===== src/rtl/as6501_rx_multi.sv =====
// as6501_rx_multi: multi-channel AS6501 TDC serial result receiver.
// Each channel deserialises an {idx, stop} word, tags it with the global
// counter value at frame start and parks it in a one-entry holding register.
// A round-robin arbiter merges the holding registers into an FWFT FIFO that
// drives an AXI-Stream master.
// Optional build macro AS6501_GATE_FILTER_EN: when defined, only words whose
// stop field lies in [gate_lo_i, gate_hi_i] are kept.
//
// Channel FSM states:
//   state | meaning
//   IDLE  | waiting for frame_i with enable_i high
//   SHIFT | shifting result bits in, bitcnt = bits already taken
module as6501_rx_multi #(
    parameter int NCH        = 4,
    parameter int IDX_W      = 8,
    parameter int STOP_W     = 16,
    parameter int GC_W       = 48,
    parameter int FIFO_DEPTH = 16,
    localparam int CW        = (NCH > 1) ? $clog2(NCH) : 1,
    localparam int LW        = $clog2(FIFO_DEPTH) + 1
) (
    input  logic                          lclk_i,
    input  logic                          lrst_i,
    input  logic                          enable_i,
    input  logic                          gc_rst_i,
    input  logic [NCH-1:0]                frame_i,
    input  logic [NCH-1:0]                sdi_i,
    input  logic [STOP_W-1:0]             gate_lo_i,
    input  logic [STOP_W-1:0]             gate_hi_i,
    output logic [GC_W+CW+IDX_W+STOP_W-1:0] m_axis_tdata,
    output logic                          m_axis_tvalid,
    input  logic                          m_axis_tready,
    output logic [GC_W-1:0]               gc_o,
    output logic [15:0]                   drop_cnt_o,
    output logic [15:0]                   frame_err_cnt_o,
    output logic [LW-1:0]                 fifo_level_o
);
    localparam int RES_W = IDX_W + STOP_W;
    localparam int DW    = GC_W + CW + RES_W;
    localparam int AW    = $clog2(FIFO_DEPTH);
    localparam int BW    = $clog2(RES_W + 1);

    typedef enum logic {IDLE, SHIFT} ch_state_t;

    logic [GC_W-1:0]  gc;
    ch_state_t        st      [NCH];
    logic [BW-1:0]    bitcnt  [NCH];
    logic [RES_W-2:0] shreg   [NCH];
    logic [GC_W-1:0]  gc_lat  [NCH];
    logic [RES_W-1:0] word    [NCH];
    logic [DW-1:0]    hold_data [NCH];
    logic [NCH-1:0]   hold_valid;
    logic [NCH-1:0]   done, accept, abort, drop, grant_oh;
    logic [3:0]       drop_n, err_n;
    logic [CW-1:0]    rr_ptr, grant_ch, cand;
    logic             grant_vld;

    logic [DW-1:0]    mem [FIFO_DEPTH];
    logic [AW-1:0]    wr_ptr, rd_ptr;
    logic [LW-1:0]    mem_cnt, level;
    logic [DW-1:0]    out_data;
    logic             out_valid, fifo_rd, fetch, fifo_full;

`ifndef AS6501_GATE_FILTER_EN
    wire unused_gate = ^{gate_lo_i, gate_hi_i};
`endif

    function automatic logic [15:0] sat_add(input logic [15:0] a, input logic [3:0] n);
        logic [16:0] s;
        s = {1'b0, a} + {13'b0, n};
        return s[16] ? 16'hFFFF : s[15:0];
    endfunction

    // Word completion, re-frame abort, gate decision and drop detection per channel
    always_comb begin
        drop_n = '0;
        err_n  = '0;
        for (int c = 0; c < NCH; c++) begin
            word[c]  = {shreg[c], sdi_i[c]};
            done[c]  = (st[c] == SHIFT) && enable_i && !frame_i[c] && (bitcnt[c] == BW'(RES_W - 1));
            abort[c] = (st[c] == SHIFT) && enable_i && frame_i[c];
`ifdef AS6501_GATE_FILTER_EN
            accept[c] = done[c] && (word[c][STOP_W-1:0] >= gate_lo_i)
                                && (word[c][STOP_W-1:0] <= gate_hi_i);
`else
            accept[c] = done[c];
`endif
            drop[c] = accept[c] && hold_valid[c] && !grant_oh[c];
            drop_n  = drop_n + 4'(drop[c]);
            err_n   = err_n + 4'(abort[c]);
        end
    end

    // Global counter: clear wins over count
    always_ff @(posedge lclk_i or posedge lrst_i) begin
        if (lrst_i)        gc <= '0;
        else if (gc_rst_i) gc <= '0;
        else if (enable_i) gc <= gc + GC_W'(1);
    end

    // Per-channel deserialiser FSMs
    always_ff @(posedge lclk_i or posedge lrst_i) begin
        if (lrst_i) begin
            for (int c = 0; c < NCH; c++) begin
                st[c]     <= IDLE;
                bitcnt[c] <= '0;
                shreg[c]  <= '0;
                gc_lat[c] <= '0;
            end
        end else begin
            for (int c = 0; c < NCH; c++) begin
                case (st[c])
                    IDLE: begin
                        if (enable_i && frame_i[c]) begin
                            st[c]     <= SHIFT;
                            shreg[c]  <= {{(RES_W-2){1'b0}}, sdi_i[c]};
                            gc_lat[c] <= gc;
                            bitcnt[c] <= BW'(1);
                        end
                    end
                    SHIFT: begin
                        if (!enable_i) begin
                            st[c] <= IDLE;
                        end else if (frame_i[c]) begin
                            shreg[c]  <= {{(RES_W-2){1'b0}}, sdi_i[c]};
                            gc_lat[c] <= gc;
                            bitcnt[c] <= BW'(1);
                        end else begin
                            shreg[c]  <= word[c][RES_W-2:0];
                            bitcnt[c] <= bitcnt[c] + BW'(1);
                            if (done[c]) st[c] <= IDLE;
                        end
                    end
                    default: st[c] <= IDLE;
                endcase
            end
        end
    end

    // Holding registers: a grant frees the slot on the same edge it may be refilled
    always_ff @(posedge lclk_i or posedge lrst_i) begin
        if (lrst_i) begin
            hold_valid <= '0;
            for (int c = 0; c < NCH; c++) hold_data[c] <= '0;
        end else begin
            for (int c = 0; c < NCH; c++) begin
                if (accept[c] && (!hold_valid[c] || grant_oh[c])) begin
                    hold_valid[c] <= 1'b1;
                    hold_data[c]  <= {gc_lat[c], CW'(c), word[c]};
                end else if (grant_oh[c]) begin
                    hold_valid[c] <= 1'b0;
                end
            end
        end
    end

    // Round-robin search starting at rr_ptr, blocked while the FIFO is full
    always_comb begin
        grant_vld = 1'b0;
        grant_ch  = '0;
        grant_oh  = '0;
        cand      = '0;
        if (!fifo_full) begin
            for (int i = 0; i < NCH; i++) begin
                cand = CW'((int'(rr_ptr) + i) % NCH);
                if (!grant_vld && hold_valid[cand]) begin
                    grant_vld = 1'b1;
                    grant_ch  = cand;
                end
            end
        end
        if (grant_vld) grant_oh[grant_ch] = 1'b1;
    end

    // Arbiter pointer: next search starts after the last granted channel
    always_ff @(posedge lclk_i or posedge lrst_i) begin
        if (lrst_i)         rr_ptr <= '0;
        else if (grant_vld) rr_ptr <= (int'(grant_ch) == NCH - 1) ? '0 : grant_ch + CW'(1);
    end

    assign fifo_rd   = out_valid && m_axis_tready;
    assign fetch     = (mem_cnt != '0) && (!out_valid || fifo_rd);
    assign level     = mem_cnt + LW'(out_valid);
    assign fifo_full = (level == LW'(FIFO_DEPTH));

    // FIFO storage, written by the arbiter grant
    always_ff @(posedge lclk_i) begin
        if (grant_vld) mem[wr_ptr] <= hold_data[grant_ch];
    end

    // FIFO pointers and the registered fall-through output stage
    always_ff @(posedge lclk_i or posedge lrst_i) begin
        if (lrst_i) begin
            wr_ptr    <= '0;
            rd_ptr    <= '0;
            mem_cnt   <= '0;
            out_valid <= 1'b0;
            out_data  <= '0;
        end else begin
            if (grant_vld) wr_ptr <= wr_ptr + AW'(1);
            if (fetch) begin
                out_data <= mem[rd_ptr];
                rd_ptr   <= rd_ptr + AW'(1);
            end
            if (fetch)        out_valid <= 1'b1;
            else if (fifo_rd) out_valid <= 1'b0;
            case ({grant_vld, fetch})
                2'b10:   mem_cnt <= mem_cnt + LW'(1);
                2'b01:   mem_cnt <= mem_cnt - LW'(1);
                default: mem_cnt <= mem_cnt;
            endcase
        end
    end

    // Saturating drop and frame-error counters
    always_ff @(posedge lclk_i or posedge lrst_i) begin
        if (lrst_i) begin
            drop_cnt_o      <= '0;
            frame_err_cnt_o <= '0;
        end else begin
            drop_cnt_o      <= sat_add(drop_cnt_o, drop_n);
            frame_err_cnt_o <= sat_add(frame_err_cnt_o, err_n);
        end
    end

    assign m_axis_tdata  = out_data;
    assign m_axis_tvalid = out_valid;
    assign gc_o          = gc;
    assign fifo_level_o  = level;

endmodule


===== config.mk =====
export PLATFORM = sky130hd
export DESIGN_NAME = as6501_rx_multi
export DESIGN_NICKNAME = d
export VERILOG_FILES = /design/src/rtl/as6501_rx_multi.sv
export SDC_FILE = /design/constraint.sdc
export NUM_CORES = 2
export LEC_CHECK = 0
export BUFFER_PORTS_ARGS = -buffer_cell sky130_fd_sc_hd__buf_4
export CORE_MARGIN = 1
export CORE_UTILIZATION = 60
export DETAILED_ROUTE_END_ITERATION = 7
export HOLD_SLACK_MARGIN = 0.02
export PLACE_DENSITY = 0.77
export SLEW_MARGIN = 40
export SYNTH_ARGS = -nofsm -noshare
export SYNTH_HDL_FRONTEND = slang
export SYNTH_SLANG_ARGS = --single-unit
export TNS_END_PERCENT = 1

===== constraint.sdc =====
create_clock -name lclk_i -period 69.2 [get_ports lclk_i]
set_input_delay 10.38 -clock lclk_i [delete_from_list [all_inputs] [get_ports lclk_i]]
set_output_delay 10.38 -clock lclk_i [all_outputs]
set_load 0.005 [all_outputs]

Word level (Yosys, flattened, before mapping)

Memory sizes are Yosys's and may differ from the RTL's. A register that Yosys moved wholly into a read port is not among the register bits.
Index checks and enable logic that the tools add are counted.

$add $sub $neg: 22
$lt $le $gt $ge: 7
Eq/ne operators: 20
Mux-type cells: 113
Bitwise gates (word level): 5
Reductions and logical operators: 75

Operator list:

| kind                                                | number |
|---|---|
| two-way mux 48 bit                                  | 14 |
| one-hot mux 48 bit (2 select lines)                 | 4 |
| two-way mux 23 bit                                  | 12 |
| one-hot mux 23 bit (2 select lines)                 | 4 |
| binary-select mux 74 bit (select 2 bit)             | 1 |
| two-way mux 74 bit                                  | 2 |
| two-way mux 5 bit                                   | 12 |
| one-hot mux 5 bit (2 select lines)                  | 5 |
| adder 48 x 1 -> 48 bit (second input constant)      | 1 |
| two-way mux 1 bit                                   | 41 |
| logical AND 1 bit                                   | 38 |
| adder 16 x 4 -> 17 bit                              | 2 |
| two-way mux 16 bit                                  | 2 |
| adder 5 x 1 -> 5 bit (second input constant)        | 5 |
| equality test 5 bit (second input constant)         | 5 |
| != test 2 bit (second input constant)               | 12 |
| zero test 1 bit                                     | 16 |
| < comparator 2 x 3 -> 1 bit (second input constant) | 5 |
| nonzero test 2 bit                                  | 7 |
| two-way mux 2 bit                                   | 6 |
| AND reduction 3 bit                                 | 4 |
| adder 3 x 1 -> 4 bit                                | 2 |
| adder 4 x 1 -> 4 bit (second input constant)        | 2 |
| binary-select mux 1 bit (select 2 bit)              | 4 |
| other kinds (18)                                    | 36 |

Flip-flop bits (word level): 700
RAM bits: 1184
Output and inout port bits: 160
Word-level logic and storage cells: 275
Memories kept: 1

Memory list:

| name | depth | width | rd ports | clocked after memory_dff | wr ports | line | source |
|---|---|---|---|---|---|---|---|
| mem  | 16    | 74    | 1        | 1                        | 1        | 58   | `logic [DW-1:0] mem [FIFO_DEPTH];` |

Logic depth before layout (Yosys ltp)

Depth in word-level cells: 28
Gate-level depth with buffers: 22
Mapped depth without buffers: 18

Worst setup path before layout

No wires, ideal clock.

Path kind: input-to-reg
From: input enable_i
To: register drop_cnt_o[10]
Library setup time: 0.068 ns
Arrival: 13.740 ns
Path slack: 55.392 ns
Stages: 15
Path through: clkbuf_1 nand2_1 nor2_1 and4_1 nand3_1 fa_1 fa_1 inv_1 fa_1 and3_1 nand3_1 nand2b_1 or3_1 clkbuf_1 nand2_1

Longest elaborated chain between the ends: 10
Elaborated cells on any way between the ends: 25

Ends and longest elaborated chain:

| element                         | line | source |
|---|---|---|
| start, declared                 | 24   | `input logic enable_i,` |
| logical AND 1 bit (3 in series) | 80   | `done[c] = (st[c] == SHIFT) && enable_i && !frame_i[c] && (bitcnt[c] == BW'(RES_W - 1));` |
| logical AND 1 bit (2 in series) | 88   | `drop[c] = accept[c] && hold_valid[c] && !grant_oh[c];` |
| adder 1 x 1 -> 2 bit            | 89   | `drop_n = drop_n + 4'(drop[c]);` |
| adder 2 x 1 -> 3 bit            | 89   |  |
| adder 3 x 1 -> 4 bit *          | 89   |  |
| adder 16 x 4 -> 17 bit *        | 70   | `s = {1'b0, a} + {13'b0, n};` |
| two-way mux 16 bit *            | 71   | `return s[16] ? 16'hFFFF : s[15:0];` |
| end signal, assigned            | 221  | `drop_cnt_o <= sat_add(drop_cnt_o, drop_n);` |
| end, declared                   | 34   | `output logic [15:0] drop_cnt_o,` |

Every way passes the cells marked *; elsewhere a longest branch is shown, timed or not.
A chain may end at the register's enable or synchronous reset.

Final worst setup path

From: input enable_i
To: register drop_cnt_o[1]

The elaborated chain is that of the path after synthesis.

==> results_dict.tcl <==
set metrics [dict create \
    final-seq-area_um2 54910 \
    drtPass1Iterations 5 \
    grt_overflow_total 0 \
    synth_edf_count 1184 \
    p_per_area_nw_per_um2 31.71 \
    dieWidth_um 359.9 \
    ir_worst_vdd_mv 0.02980 \
    ant_nets 0 \
    slew_violations 0 \
    htree_levels 4 \
    hold_buffers 0 \
    synth_area_um2 76860 \
    final_common_cell "edfxtp_1" \
    cts.sinks 1957 \
    port_buffers 172 \
    drc_errors 0 \
    drive_above_1_share 0.3061 \
    area_delta_synth_final_pct 13.49 \
    grt_pass1_vias 41830 \
    hold_violations 0 \
    holdWs_ps 478.3 \
    worstSetupPathType "in2reg" \
    cts_tree "yes" \
    root_buffer "clkbuf_16" \
    core-area_um2 126400 \
    cp_max_fo 28 \
    fmax_ghz 0.07360 \
    fin_worst_skew_ps 36.03 \
    tightest_slew_ps 872.0 \
    ios 205 \
    grt_max_degree 122 \
    multi_input_area_um2 21330 \
    dieHeight_um 359.9 \
    fin_util 0.6902 \
    place.gp.congestion 0.7548 \
    ys_warn_count 0 \
    fillCellCount 7701 \
    synth.avg_cell_area_um2 18.30 \
    power.total_mw 2.766 \
    ys_ff_latch 1957 \
    rsz0062_at_grt "no" \
    design_area_um2 87230 \
    post_cts_buffers 0 \
    ys.flop_type "edfxtp_1" \
    synth_top_area_share 0.4626 \
    nets 4539 \
    fp.dieArea_um2 129500 \
    synth_nets 4273 \
    start_util 0.6082 \
    drtIter0Drc 4285 \
    antenna_found_initial 0 \
    synth.area.top_cells "edfxtp_1, dfrtp_1, mux4_2, mux2_2, mux2i_1" \
    place_area_um2 80950 \
    required_ps 69910 \
    cp-end-kind "flip-flop" \
    min_path_type "reg2reg" \
    critPathLaunchType "input port" \
    slew_headroom 0.4186 \
    grt_pass1_wl_um 269600 \
    cts_buffers 188 \
    synthCells 4199 \
    layout_common_cells "edfxtp_1, dfrtp_1, mux2_2, mux2i_1, mux4_2" \
    async_flop_share 0.3950 \
    synth_seq_area_share 0.7142 \
    period_needed_ps 13590 \
    critPathArrivalTime_ps 14300 \
    wl_um 182300 \
    period_share 0.1963 \
    cts_buffer_depth 3 \
    clk_latency_ps 810 \
    grt_use_total 0.2822 \
    p_leak_nw 33.02 \
    synth_area_leader_cell "edfxtp_1" \
    rows 130 \
    clkSlewWorstSetupHoldPaths_ps 60 \
    vias_per_cell 6.486 \
    setup_viol 0 \
    drv_cap 0 \
    ctsResizeCount 0 \
    dp_hpwl_um 97360 \
    vias 40690 \
    synth.distinct_cells 51 \
    avgRoutedWirePerCell_um 29.05 \
    fin_setup_tns_ps 0 \
    outcome "finished clean" \
]
-- layer usage --
metal,track usage,vias to the layer above,share of wire
li1,-,16910,-
met1,0.3926,21470,0.39
met2,0.4616,1965,0.49
met3,0.04582,343,0.086
met4,0.09083,0,0.030
met5,0,-,0
-- state kept, by name, indices dropped and copies added, names as in the netlist --
register and flops:
bitcnt 20, drop_cnt_o 16, frame_err_cnt_o 16, gc_lat 192, gc_o 48, hold_data 291, hold_valid 4, m_axis_tdata 74
m_axis_tvalid 1, mem 1184, mem_cnt 5, rd_ptr 4, rr_ptr 2, shreg 92, st 4, wr_ptr 4
-- worst paths after layout --
path | end | slack (ps) | depth (start not counted) | startpoint
setup / recovery | drop_cnt_o[1] | 55610 | 15 | enable_i
hold / removal | gc_lat[68] | 480 | 2 | gc_lat[68]
setup reg to reg | drop_cnt_o[1] | 63010 | 19 | m_axis_tvalid
hold reg to reg | gc_lat[68] | 480 | 2 | gc_lat[68]
max in group asynchronous | rd_ptr[3] | 56970 | 5 | lrst_i
min in group asynchronous | frame_err_cnt_o[15] | 9650 | 2 | lrst_i
-- final cells by class --
cell class,count,share of cell area
inverters,30,0.001463
well taps,1650,0.02367
clock buffers,260,0.06066
flip-flops and latches,1957,0.6295
repair buffers,316,0.03144
clock inverters,85,0.008606
multi-input cells,1972,0.2445
diodes,3,0.00008606
-- kinds of logic (layout without fill, tap and decap cells) --
| family | count (synthesis) | count (layout) | synth area share |
|---|---|---|---|
| flops | 1957 | 1957 | 0.7142 |
| mux | 1122 | 1122 | 0.2017 |
| simple gates | 454 | 454 | 0.02823 |
| compound gates | 296 | 296 | 0.02808 |
| buf+inv | 270 | 691 | 0.01423 |
| xor+xnor | 71 | 71 | 0.008091 |
| fa+ha+maj | 29 | 29 | 0.005404 |
| other cells | 0 | 3 | 0 |
-- worst max-delay path, cell delays in order --
cell	delay (ps)
buf_4	330
nand2_1	150
nor2_2	100
buf_4	350
and4_1	270
nand3_1	120
fa_1	490
fa_1	420
inv_1	90
fa_1	210
and3_1	200
nand3_1	180
nand2b_1	250
or3_1	600
nand2b_1	150
-- metrics by stage --
stage	cells	setup slack, ps
finish	6273	55610
floorplan	4199	37120
global placement	5907	54860
CTS	6265	55630
global route	6270	55400
detailed placement	5920	54810
-- power breakdown --
part	switching (mW)	leakage, nW	internal (mW)
clock network	0.434	2.97	0.578
registers	0.0504	20.2	1.26
logic	0.234	9.86	0.209
total	0.718	33.0	2.05
-- cell usage after synthesis, drive strengths merged (9+ instances only) --
cell type and instances:
edfxtp 1184, dfrtp 773, mux2 456, mux2i 370
mux4 296, nand2 204, clkbuf 127, buf 113
a22o 94, o21ai 83, o221ai 74, nor2 62
xor2 39, nand3 35, xnor2 32, nand4 31
a21oi 30, inv 30, and3 28, ha 22
or3 21, nor3 14, nor2b 11, or2 9
No activity file was read; power rests on OpenSTA's default activity.
